==> config.mk <==
export PLATFORM = sky130hd
export DESIGN_NAME = logic_unit_arbiter
export DESIGN_NICKNAME = d
export VERILOG_FILES = /design/src/rtl/logic_unit_arbiter.sv
export SDC_FILE = /design/constraint.sdc
export NUM_CORES = 1
export LEC_CHECK = 0
export ABC_CLOCK_PERIOD_IN_PS = 2000
export BUFFER_PORTS_ARGS = -buffer_cell sky130_fd_sc_hd__buf_2
export CAP_MARGIN = 0
export CORE_UTILIZATION = 35
export DETAILED_ROUTE_END_ITERATION = 8
export PLACE_DENSITY = 0.69
export SLEW_MARGIN = 20
export SYNTH_ARGS = -nofsm -noshare
export SYNTH_HDL_FRONTEND = slang
export SYNTH_SLANG_ARGS = --single-unit
==> constraint.sdc <==
create_clock -name clk -period 2 [get_ports clk]
set_input_delay 0.4 -clock clk [delete_from_list [all_inputs] [get_ports clk]]
set_output_delay 0.4 -clock clk [all_outputs]
set_load 0.01 [all_outputs]
==> src/rtl/logic_unit_arbiter.sv <==
// logic_unit_arbiter: shares one external combinational Logic_unit between
// N_REQ requesters. It grants one request, drives the Logic_unit from
// registers, captures the result and returns it on a tagged response channel.
//
// Build option: define LU_ARB_RR_EN for round-robin arbitration. Leave it
// undefined for fixed priority (lowest index wins, no last_grant register).
module logic_unit_arbiter #(
  parameter int N_REQ = 4,
  parameter int W     = 16,
  parameter int IDW   = $clog2(N_REQ)
) (
  input  logic               clk,
  input  logic               rst,
  input  logic [N_REQ-1:0]   req_valid,
  output logic [N_REQ-1:0]   req_ready,
  input  logic [2*N_REQ-1:0] req_op,
  input  logic [W*N_REQ-1:0] req_x,
  input  logic [W*N_REQ-1:0] req_y,
  output logic               rsp_valid,
  input  logic               rsp_ready,
  output logic [W-1:0]       rsp_data,
  output logic [IDW-1:0]     rsp_id,
  output logic               lu_op1,
  output logic               lu_op0,
  output logic [W-1:0]       lu_x,
  output logic [W-1:0]       lu_y,
  input  logic [W-1:0]       lu_out
);

  typedef enum logic [1:0] {
    IDLE = 2'd0,
    EXEC = 2'd1,
    RESP = 2'd2
  } state_t;

  state_t         state;
  state_t         state_nxt;

  logic           accept_ok;
  logic           accept;
  logic           win_found;
  logic [IDW-1:0] win_idx;

  logic [1:0]     sel_op;
  logic [W-1:0]   sel_x;
  logic [W-1:0]   sel_y;

`ifdef LU_ARB_RR_EN
  logic [IDW-1:0]     last_grant;
  logic [2*N_REQ-1:0] valid_dbl;
  logic [2*N_REQ-1:0] valid_rot;

  // Round-robin: rotate the valid vector so the search starts one past the
  // previous winner, then take the first set bit and map it back.
  always_comb begin
    win_found = 1'b0;
    win_idx   = '0;
    valid_dbl = {req_valid, req_valid};
    valid_rot = valid_dbl >> (int'(last_grant) + 1);
    for (int i = N_REQ - 1; i >= 0; i--) begin
      if (valid_rot[i]) begin
        win_found = 1'b1;
        win_idx   = IDW'((int'(last_grant) + 1 + i) % N_REQ);
      end
    end
  end

  // last_grant moves only when a request is actually accepted.
  always_ff @(posedge clk) begin
    if (rst) begin
      last_grant <= IDW'(N_REQ - 1);
    end else if (accept) begin
      last_grant <= win_idx;
    end
  end
`else
  // Fixed priority: lowest requester index with valid high wins.
  always_comb begin
    win_found = 1'b0;
    win_idx   = '0;
    for (int i = N_REQ - 1; i >= 0; i--) begin
      if (req_valid[i]) begin
        win_found = 1'b1;
        win_idx   = IDW'(i);
      end
    end
  end
`endif

  // Operand/opcode mux for the current winner.
  always_comb begin
    sel_op = '0;
    sel_x  = '0;
    sel_y  = '0;
    for (int i = 0; i < N_REQ; i++) begin
      if (win_idx == IDW'(i)) begin
        sel_op = req_op[2*i +: 2];
        sel_x  = req_x[W*i +: W];
        sel_y  = req_y[W*i +: W];
      end
    end
  end

  // A new request may be taken when idle, or in the same cycle the pending
  // response is handed off; reset suppresses every grant.
  always_comb begin
    accept_ok = (state == IDLE) || ((state == RESP) && rsp_ready);
    accept    = accept_ok && win_found && !rst;
    req_ready = '0;
    for (int i = 0; i < N_REQ; i++) begin
      req_ready[i] = accept && (win_idx == IDW'(i));
    end
  end

  // Next-state logic.
  always_comb begin
    state_nxt = state;
    unique case (state)
      IDLE: begin
        if (accept) begin
          state_nxt = EXEC;
        end
      end
      EXEC: begin
        state_nxt = RESP;
      end
      RESP: begin
        if (rsp_ready) begin
          state_nxt = accept ? EXEC : IDLE;
        end
      end
      default: begin
        state_nxt = IDLE;
      end
    endcase
  end

  // State register.
  always_ff @(posedge clk) begin
    if (rst) begin
      state <= IDLE;
    end else begin
      state <= state_nxt;
    end
  end

  // Stage p0 -> p1: latch the granted request into the Logic_unit inputs.
  always_ff @(posedge clk) begin
    if (rst) begin
      lu_op1 <= 1'b0;
      lu_op0 <= 1'b0;
      lu_x   <= '0;
      lu_y   <= '0;
      rsp_id <= '0;
    end else if (accept) begin
      lu_op1 <= sel_op[1];
      lu_op0 <= sel_op[0];
      lu_x   <= sel_x;
      lu_y   <= sel_y;
      rsp_id <= win_idx;
    end
  end

  // Stage p1 -> p2: capture the Logic_unit result and hold it until taken.
  always_ff @(posedge clk) begin
    if (rst) begin
      rsp_valid <= 1'b0;
      rsp_data  <= '0;
    end else if (state == EXEC) begin
      rsp_valid <= 1'b1;
      rsp_data  <= lu_out;
    end else if ((state == RESP) && rsp_ready) begin
      rsp_valid <= 1'b0;
    end
  end

endmodule

---- Yosys cells after proc, flatten, opt, wreduce, memory -nomap -nowiden ----
Index checks and enable logic that the tools add are counted.
storage, ports and cells
  output and inout bits ................... 57
  register bits ........................... 55
cells by class
  equality and inequality tests ........... 7
  reductions and logical operators ........ 13
  multiplexer cells ....................... 26
operators with widths
  operator            count
  $mux 16             8
  $mux 2              10
  $logic_and 1x1->1   7
  $mux 1              7
  $eq 2x2->1 const B  3
  $pmux 2 s3          1
  $eq 2x1->1 const B  2
  $logic_not 2->1     2
  $ne 2x2->1 const B  2
  $reduce_and 2->1    1
  $reduce_bool 2->1   1
  $logic_not 1->1     1
  $logic_or 1x1->1    1

---- Depth between registers and ports, before layout ----
Gate-level depths: netlist (run 1).
  depth in word-level cells ............... 9
  gate-level depth with buffers ........... 7
  mapped depth without buffers ............ 5

---- Worst setup path after synthesis (run 1) ----
Ideal clock, no wire load.
  kind .................................... input -> register
  start ................................... input port req_valid[1]
  end ..................................... register lu_x[1]
  library setup time ...................... 0.103 ns
  stages .................................. 6
  setup slack ............................. 0.181 ns
  data arrival time ....................... 1.716 ns
  cell sequence ........................... buf_6 or4_4 nand3_4 buf_8 a21oi_1 a2111oi_2
on the way
  cells in the longest elaborated chain, start to end .. 7
ends and longest elaborated chain
  what                   line  source
  start, declared        14    input logic [N_REQ-1:0] req_valid,
  $mux 2 (2 in series)   82    if (req_valid[i]) begin
  $logic_not 2->1        96    if (win_idx == IDW'(i)) begin
  $mux 16 (4 in series)  96
  end signal, assigned   158   lu_x <= sel_x;
  end, declared          25    output logic [W-1:0] lu_x,
Several ways; a longest one is shown, not always the timed one.
A chain may end at the register's enable or synchronous reset.

---- Worst setup path after layout (run 1) ----
  start ................................... register state[1]
  end ..................................... output port req_ready[2]
on the way
  cells in the longest elaborated chain, start to end .. 6
ends and longest elaborated chain
  what                               line  source
  start, declared                    36    state_t state;
  start signal, assigned             143   state <= state_nxt;
  $eq 2x2->1                         107   accept_ok = (state == IDLE) || ((state == RESP) && rsp_ready);
  $logic_and 1x1->1                  107
  $logic_or 1x1->1 *                 107
  $logic_and 1x1->1 * (2 in series)  108   accept = accept_ok && win_found && !rst;
  $logic_and 1x1->1 *                111   req_ready[i] = accept && (win_idx == IDW'(i));
  end, declared                      15    output logic [N_REQ-1:0] req_ready,
Mark *: on every way between the ends. The rest lies on a longest branch, timed or not.

==> results of run 1 <==
## worst paths after layout
check	start	end	slack [ns]	depth (start not counted)
setup / recovery	state[1]	req_ready[2]	0.14	4
hold / removal	lu_out[6]	rsp_data[6]	0.30	3
setup reg to reg	state[0]	lu_x[12]	0.25	5
hold reg to reg	rsp_data[7]	rsp_data[7]	0.46	2
## cell families (layout without fill, tap and decap cells)
group | after synthesis | count (layout) | share of synthesized area [%]
compound gates | 157 | 157 | 35.1
simple gates | 133 | 133 | 19.8
buf+inv | 70 | 270 | 10.3
flops | 55 | 55 | 34.8
## Yosys cell counts
cell,instances,area (um2)
a2111oi_2,27,405
a211oi_1,7,52.6
a21oi_1,94,470
and2_1,2,12.5
and3_1,4,25.0
buf_1,1,3.75
buf_2,9,45.0
buf_4,3,22.5
buf_6,1,11.3
buf_8,3,45.0
clkbuf_1,24,90.1
dfxtp_1,55,1100
inv_1,28,105
inv_2,1,3.75
nand2_1,40,150
nand2b_1,2,12.5
nand3_1,1,5.00
nand3_4,1,17.5
nand3b_1,8,60.1
nor2_1,39,146
nor2b_1,4,25.0
nor3_1,28,140
nor3b_1,1,7.51
o21ai_0,1,5.00
o21bai_1,1,7.51
o22ai_1,27,169
or2_2,1,6.26
or3_1,1,6.26
or4_4,1,11.3
## per-stage QoR
stage / cells / util, %
floorplan: 415 / -
global placement: 715 / 49.8
detailed placement: 715 / 49.8
CTS: 723 / 50.9
finish: 723 / 51.0
global route: 723 / 51.0
## registers in the layout, summed over array words and instances, names as in the netlist
name       count
lu_y          16
rsp_data      16
state          2
lu_op0         1
lu_op1         1
lu_x          16
rsp_valid      1
rsp_id         2
## power groups by stage
stage,sequential [uW],clock [uW],combinational (uW)
detailed placement,1270,0,874
global placement,1270,0,855
global route,1260,736,959
CTS,1250,694,876
floorplan,1310,0,467
finish,1250,671,871
## timing repair
item	4_1_cts	5_1_grt
resized for setup	0	2
endpoints found under the hold margin	0	0
setup endpoints to repair	0	28
## final cells by class
class | instances | area (um2) | share of cell area (%)
repair buffers | 233 | 1260 | 28.4
well taps | 108 | 135 | 3.04
multi-input cells | 290 | 1740 | 39.2
clock buffers | 5 | 68.8 | 1.55
clock inverters | 3 | 27.5 | 0.619
flip-flops and latches | 55 | 1100 | 24.8
inverters | 29 | 110 | 2.48
## layer usage
layer | GRT usage [%] | part of all wire (%) | up-vias
li1 | - | - | 1867
met1 | 26.2 | 41 | 1705
met2 | 39.9 | 48 | 205
met3 | 3.74 | 8.5 | 25
met4 | 7.46 | 2.6 | 0
met5 | 0 | 0 | -
## worst register-to-register path: stages (launching register included)
cell and delay [ns]:
dfxtp_1 0.37, nor2_2 0.21, nand3_4 0.16, clkinv_2 0.42
nor2_1 0.11, a2111oi_2 0.37
==> results.toml, run 1 <==
[logic_synthesis]
synthDistinctLibCells = 29
synth_area_mm2 = 0.00316
syn_nets = 574
syn_area_per_cell_um2 = 7.62
ys_seq_area_share_pct = 34.8
synth_cells = 415
ys_ff_latch = 55
ys_warn_count = 0

[clock_tree]
htreeDepth = 2
cts_sinks = 55
clock_tree.root_cell = "clkbuf_8"
clockBufferDepth = 2
ctsHoldBuffers = 0
tritoncts = "done"
path_clk_slew_ns = 0.11
post_cts_buffers = 0
clock_latency_ns = 0.31
cts_made_buffers = 5

[setup_path]
crit_type = "flip-flop to output port"
startpoint_type = "flip-flop"
cp.arrival_ns = 1.46
required_ns = 1.60
critPathTopFamily = "simple AND/OR/NAND/NOR gates"
cp_cell_sequence = "nand2b_1, and2_1, and3_1, buf_2"
crit_path_end_kind = "output port"
critical_path.slowest_cell = "dfxtp_1"
crit_fanout = 5
critPathBufInv = 1
slowest_delay_ns = 0.41

[finish]
syn2layout_area_growth_pct = 40.6
n_antenna_cell = 0
nFillCells = 856
stdcell_area_mm2 = 0.00445
drive_gt1_share_pct = 44.7
layout_commonest_cell = "buf_2"
final_nets = 773
mostFrequentLayoutCells = "buf_2, a21oi_1, dfxtp_1"

[routing]
vias = 3802
first_pass_iters = 6
routedWlPerCell_um = 14.7
drc = 0
via_per_inst = 5.26
wl_mm = 10.6
ant_nets = 0
drt_iter0_markers = 125

[sta]
setup_viol = 0
skew_ns = 0.0144
hold_ws_ns = 0.302
fin_tns_setup_ns = 0
finalCritPeriodShare_pct = 92.9
finalMaxSlewViolations = 0
worst_pin_slew_ns = 0.749
fmax_ghz = 0.538
hold_violations = 0
min_period_ns = 1.86
relSlewSlack_pct = 50.1
setup_slack_ns = 0.142
rsz0062_at_grt = "false"

[flow_run]
maxCapViolCount = 0

[power]
vdd_drop_max_mv = 0.310
swShare_pct = 33.6
switchingPower_uw = 939
pwr-share-clk_pct = 24.1
power_uw = 2790
p_leak_uw = 0.00212
p_per_area_mw_per_mm2 = 627
seq_power_share_pct = 44.7
power_frac_comb_pct = 31.2
p_int_uw = 1850

[floorplanning]
io_pins = 216
die_area_mm2 = 0.00942
dieWidth_um = 97.1
core_area_mm2 = 0.00872
die_h_um = 97.1
rows = 34
start_util_pct = 36.3

[global_routing]
antenna_found_initial = 0
grt_pass1_vias = 3748
grt_pass1_wl_mm = 17.3
grtUsageTotal_pct = 22.0
grt.overflow.total = 0
grt_max_degree = 55

[place]
routabilityCongestion = 0.766
placed_area_mm2 = 0.00435
post-place-ws_ns = -0.0954
hpwlAfterDp_mm = 7.79
port_buffers = 215

[min_path]
holdCritPathClass = "input port to flip-flop"

[outcome]
status = "complete, no violations"
(Power assumes the default switching activity.)
==> run 2, diff against run 1 <==
SETUP_SLACK_MARGIN = 0.3   (was not set)
==> run 2 against run 1 <==
Cell area increased by 11%. Sequential cell count unchanged. Largest power group unchanged. First-iteration DRC count increased by 18%. Clock skew decreased by 0.0013 ns. Power increased by 7.3%. Fmax increased by 7.8%. Largest cell class unchanged.
==> results.toml, run 2 (synthesis results as in run 1) <==
[setup_path]
worstSetupPathDepth = 4
crit_start = "state[0]"
critPathBufInv = 1
r2r_cells = 6
crit_path_end_kind = "output port"
required_ns = 1.60
r2r-end = "lu_x[7]"
cp.arrival_ns = 1.32
startpoint_type = "flip-flop"
crit_fanout = 5
endpoint = "req_ready[2]"
critPathTopFamily = "simple AND/OR/NAND/NOR gates"
critical_path.slowest_cell = "dfxtp_4"
slowest_delay_ns = 0.38
worstReg2RegStart = "state[0]"
crit_type = "flip-flop to output port"
reg2reg_slack_ns = 0.41
cp_cell_sequence = "nor2_4, and2_4, and3_4, buf_6"

[finish]
final_nets = 793
n_antenna_cell = 0
nFillCells = 834
syn2layout_area_growth_pct = 56.4
stdcell_area_mm2 = 0.00495
drive_gt1_share_pct = 49.4
layout_commonest_cell = "buf_2"
mostFrequentLayoutCells = "buf_2, a21oi_1, dfxtp_1"
biggestRegsByFlops = "lu_x: 16 flops, lu_y: 16 flops, rsp_data: 16 flops"

[place]
placed_area_mm2 = 0.00434
routabilityCongestion = 0.773
hpwlAfterDp_mm = 7.98
post-place-ws_ns = -0.0473
port_buffers = 215

[clock_tree]
cts_made_buffers = 5
htreeDepth = 2
cts_sinks = 55
clockBufferDepth = 2
path_clk_slew_ns = 0.12
clock_tree.root_cell = "clkbuf_8"
ctsHoldBuffers = 0
clock_latency_ns = 0.32
tritoncts = "done"

[power]
p_per_area_mw_per_mm2 = 605
p_leak_uw = 0.00234
vdd_drop_max_mv = 0.302
power_uw = 2990

[global_routing]
grtUsageTotal_pct = 24.6
grt_max_degree = 55
grt_pass1_vias = 3968
grt.overflow.total = 0
grt_pass1_wl_mm = 19.0
antenna_found_initial = 0

[sta]
fin_tns_setup_ns = 0
worst_pin_slew_ns = 0.801
relSlewSlack_pct = 46.6
min_period_ns = 1.72
fmax_ghz = 0.580
finalMaxSlewViolations = 0
skew_ns = 0.0131
hold_violations = 0
setup_slack_ns = 0.276
setup_viol = 0
rsz0062_at_grt = "true"
finalCritPeriodShare_pct = 86.2

[routing]
ant_nets = 0
vias = 4049
drc = 0
via_per_inst = 5.45
wl_mm = 12.4
first_pass_iters = 5
routedWlPerCell_um = 16.6
drt_iter0_markers = 147

[floorplanning]
io_pins = 216
dieWidth_um = 97.1
die_area_mm2 = 0.00942
rows = 34
start_util_pct = 36.3
die_h_um = 97.1
core_area_mm2 = 0.00872

[min_path]
holdCritPathClass = "input port to flip-flop"

[flow_run]
maxCapViolCount = 0

[outcome]
status = "complete, no violations"
[run 2: changes by cell type in the layout (fill, tap and decap cells not counted), moves of 3 or more]
cell / change
nor3_4: +3
a21oi_1: -3
nor3_1: -6
buf_2: -4
buf_6: +5
buf_16: +4
nor3_2: +3
buf_12: +4
buf_4: +7
[run 2: routing by layer]
layer,global-route usage (%),up-vias,share of wire [%]
met5,0,-,0
met4,7.92,0,2.2
met3,3.60,21,6.5
met2,44.9,200,51
met1,29.3,1909,40
li1,-,1919,-
[run 2: worst register-to-register path, cell delays in order, from the launching register on]
cell and delay [ns]:
dfxtp_4 0.38, nor2_4 0.16, nand3_4 0.13, buf_4 0.18
inv_8 0.19, nor2_1 0.10, a2111oi_2 0.34
[run 2: how the worst min path moves through the flow]
| stage | start | to | slack (ns) | cells past startpoint |
|---|---|---|---|---|
| after floorplan | rsp_id[0] | rsp_id[0] | 0.48 | 2 |
| after global placement | rsp_data[0] | rsp_data[0] | 0.44 | 2 |
| after detailed placement | rsp_data[0] | rsp_data[0] | 0.45 | 2 |
| after CTS | lu_out[5] | rsp_data[5] | 0.30 | 3 |
| after global routing | lu_out[7] | rsp_data[7] | 0.29 | 3 |
| final | lu_out[7] | rsp_data[7] | 0.30 | 3 |
[run 2: final cells by class]
type	instances	area, um2	area share, %
Timing Repair Buffer	252	1610	32.6
Sequential cell	55	1110	22.4
Clock buffer	5	68.8	1.39
Clock inverter	3	25.0	0.506
Inverter	29	116	2.35
Tap cell	108	135	2.73
Multi-Input combinational cell	291	1880	38.0
[run 2: what timing repair did]
item,4_1_cts,5_1_grt
gates cloned,5,2
resized for setup,20,30
setup endpoints to repair,30,35
pin swaps,7,19
endpoints found under the hold margin,0,0
buffers inserted,9,3
[run 2: per-stage QoR]
| stage | utilization, % | hold WS [ns] | cells |
|---|---|---|---|
| floorplan | - | 0.476 | 415 |
| global placement | 49.7 | 0.439 | 716 |
| detailed placement | 49.7 | 0.445 | 716 |
| CTS | 54.4 | 0.297 | 738 |
| global route | 56.7 | 0.293 | 743 |
| finish | 56.7 | 0.301 | 743 |
[run 2: where the power goes]
group / internal [uW] / switching (uW) / total, uW
combinational: 517 / 544 / 1060
sequential: 1200 / 54.7 / 1250
clock: 257 / 424 / 682
==> run 3, diff against run 2 <==
ABC_CLOCK_PERIOD_IN_PS = 2100   (was 2000)
clock period = 2.1 ns   (was 2 ns; I/O delays follow)
==> run 3 against run 2 <==
Clock power down 6.9%. Critical path depth rose by 3. Sequential cell count is the same. Global-route usage fell by 1.2 points. Routed wire length decreased by 9.8%. Via count is 4.5% lower. First-iteration DRC count up 4.1%. Die area did not move. Worst hold slack better by 0.029 ns. Cell area fell by 9.7%. Sequential share of layout area is 2.3 points higher. Clock-buffer cell count did not move.
==> results.toml, run 3 (synthesis results as in run 1) <==
[finish]
final_util_pct = 51.2
final_nets = 772
mostFrequentLayoutCells = "buf_2, a21oi_1, dfxtp_1"
layout.area.seq_mm2 = 0.00110
nFillCells = 876
drive_gt1_share_pct = 45.4
syn2layout_area_growth_pct = 41.3
biggestRegsByFlops = "lu_x: 16 flops, lu_y: 16 flops, rsp_data: 16 flops"
layout_commonest_cell = "buf_2"
stdcell_area_mm2 = 0.00447
multiInputGateArea_mm2 = 0.00177
n_antenna_cell = 0

[place]
hpwlAfterDp_mm = 7.77
placed_area_mm2 = 0.00432
routabilityCongestion = 0.806
post-place-ws_ns = -0.0313
port_buffers = 215

[power]
power_uw = 2670
p_per_area_mw_per_mm2 = 597
vdd_drop_max_mv = 0.249
p_leak_uw = 0.00213

[sta]
fmax_ghz = 0.557
skew_ns = 0.00483
rsz0062_at_grt = "true"
setup_viol = 0
min_period_ns = 1.80
relSlewSlack_pct = 49.2
hold_violations = 0
finalMaxSlewViolations = 0
worst_pin_slew_ns = 0.762
setup_slack_ns = 0.305
finalCritPeriodShare_pct = 85.5

[clock_tree]
clock_latency_ns = 0.31
cts_made_buffers = 5
cts_sinks = 55
ctsHoldBuffers = 0
htreeDepth = 2
path_clk_slew_ns = 0.11
clockBufferDepth = 2
post_cts_buffers = 0
tritoncts = "done"
clock_tree.root_cell = "clkbuf_8"

[routing]
wl_mm = 11.1
drc = 0
via_per_inst = 5.36
vias = 3868
met2_length_mm = 5.54
drt_iter0_markers = 153
ant_nets = 0
wl_met1_mm = 4.72
dr_wl_met3_um = 741
first_pass_iters = 4
top_layer = "met4"
routedWlPerCell_um = 15.4

[global_routing]
grt_pass1_vias = 3846
antenna_found_initial = 0
grt_max_degree = 55
grt.overflow.total = 0
grtUsageTotal_pct = 23.3
grt_pass1_wl_mm = 18.3

[setup_path]
crit_path_end_kind = "output port"
crit_fanout = 36
startpoint_type = "input port"
required_ns = 1.68
crit_type = "input port to output port"
cp.arrival_ns = 1.38

[floorplanning]
start_util_pct = 36.3
die_area_mm2 = 0.00942
core_area_mm2 = 0.00872
io_pins = 216
dieWidth_um = 97.1
die_h_um = 97.1
rows = 34

[flow_run]
maxCapViolCount = 0

[outcome]
status = "complete, no violations"

[min_path]
holdCritPathClass = "input port to flip-flop"
## run 3: power by group
group	leakage [uW]	internal [uW]	total, uW	switching, uW
sequential	0.000454	1140	1190	53.6
combinational	0.00163	378	841	463
clock	0.0000452	245	635	390
## run 3: per-stage QoR
stage          instances  setup TNS [ns]  hold slack, ns
6_report             722               0           0.330
5_1_grt              722               0           0.321
4_1_cts              722               0           0.323
3_5_place_dp         714         -0.0515           0.443
3_3_place_gp         714           -5.22           0.436
2_1_floorplan        415               0           0.476
## run 3: metal layers
layer	up-vias	track usage, %
met5	-	0
met2	170	42.0
met4	0	7.35
met3	10	3.38
met1	1822	28.5
li1	1866	-
## run 3: worst paths after layout
kind / startpoint / endpoint / slack, ns / cells past startpoint
setup / recovery: req_valid[2] / req_ready[3] / 0.30 / 7
hold / removal: lu_out[1] / rsp_data[1] / 0.33 / 3
hold reg to reg: rsp_data[6] / rsp_data[6] / 0.46 / 2
setup reg to reg: state[0] / lu_y[8] / 0.53 / 5
## run 3: repair_timing
action                     4_1_cts  5_1_grt
resized for setup                6        9
setup endpoints to repair       30        7
pin swaps                        0        1
## run 3: area by class of cell
type                       count  share of cell area [%]
multi-input combinational    290                    39.6
timing repair buffer         232                    28.1
sequential                    55                    24.7
tap                          108                    3.02
inverter                      29                    2.49
clock buffer                   5                    1.54
clock inverter                 3                   0.560
## run 3: critical path, cell delays in order
cell and delay [ns]:
buf_2 0.10, buf_4 0.13, buf_12 0.19, inv_1 0.09, and3_1 0.16, and2_1 0.15
buf_2 0.14
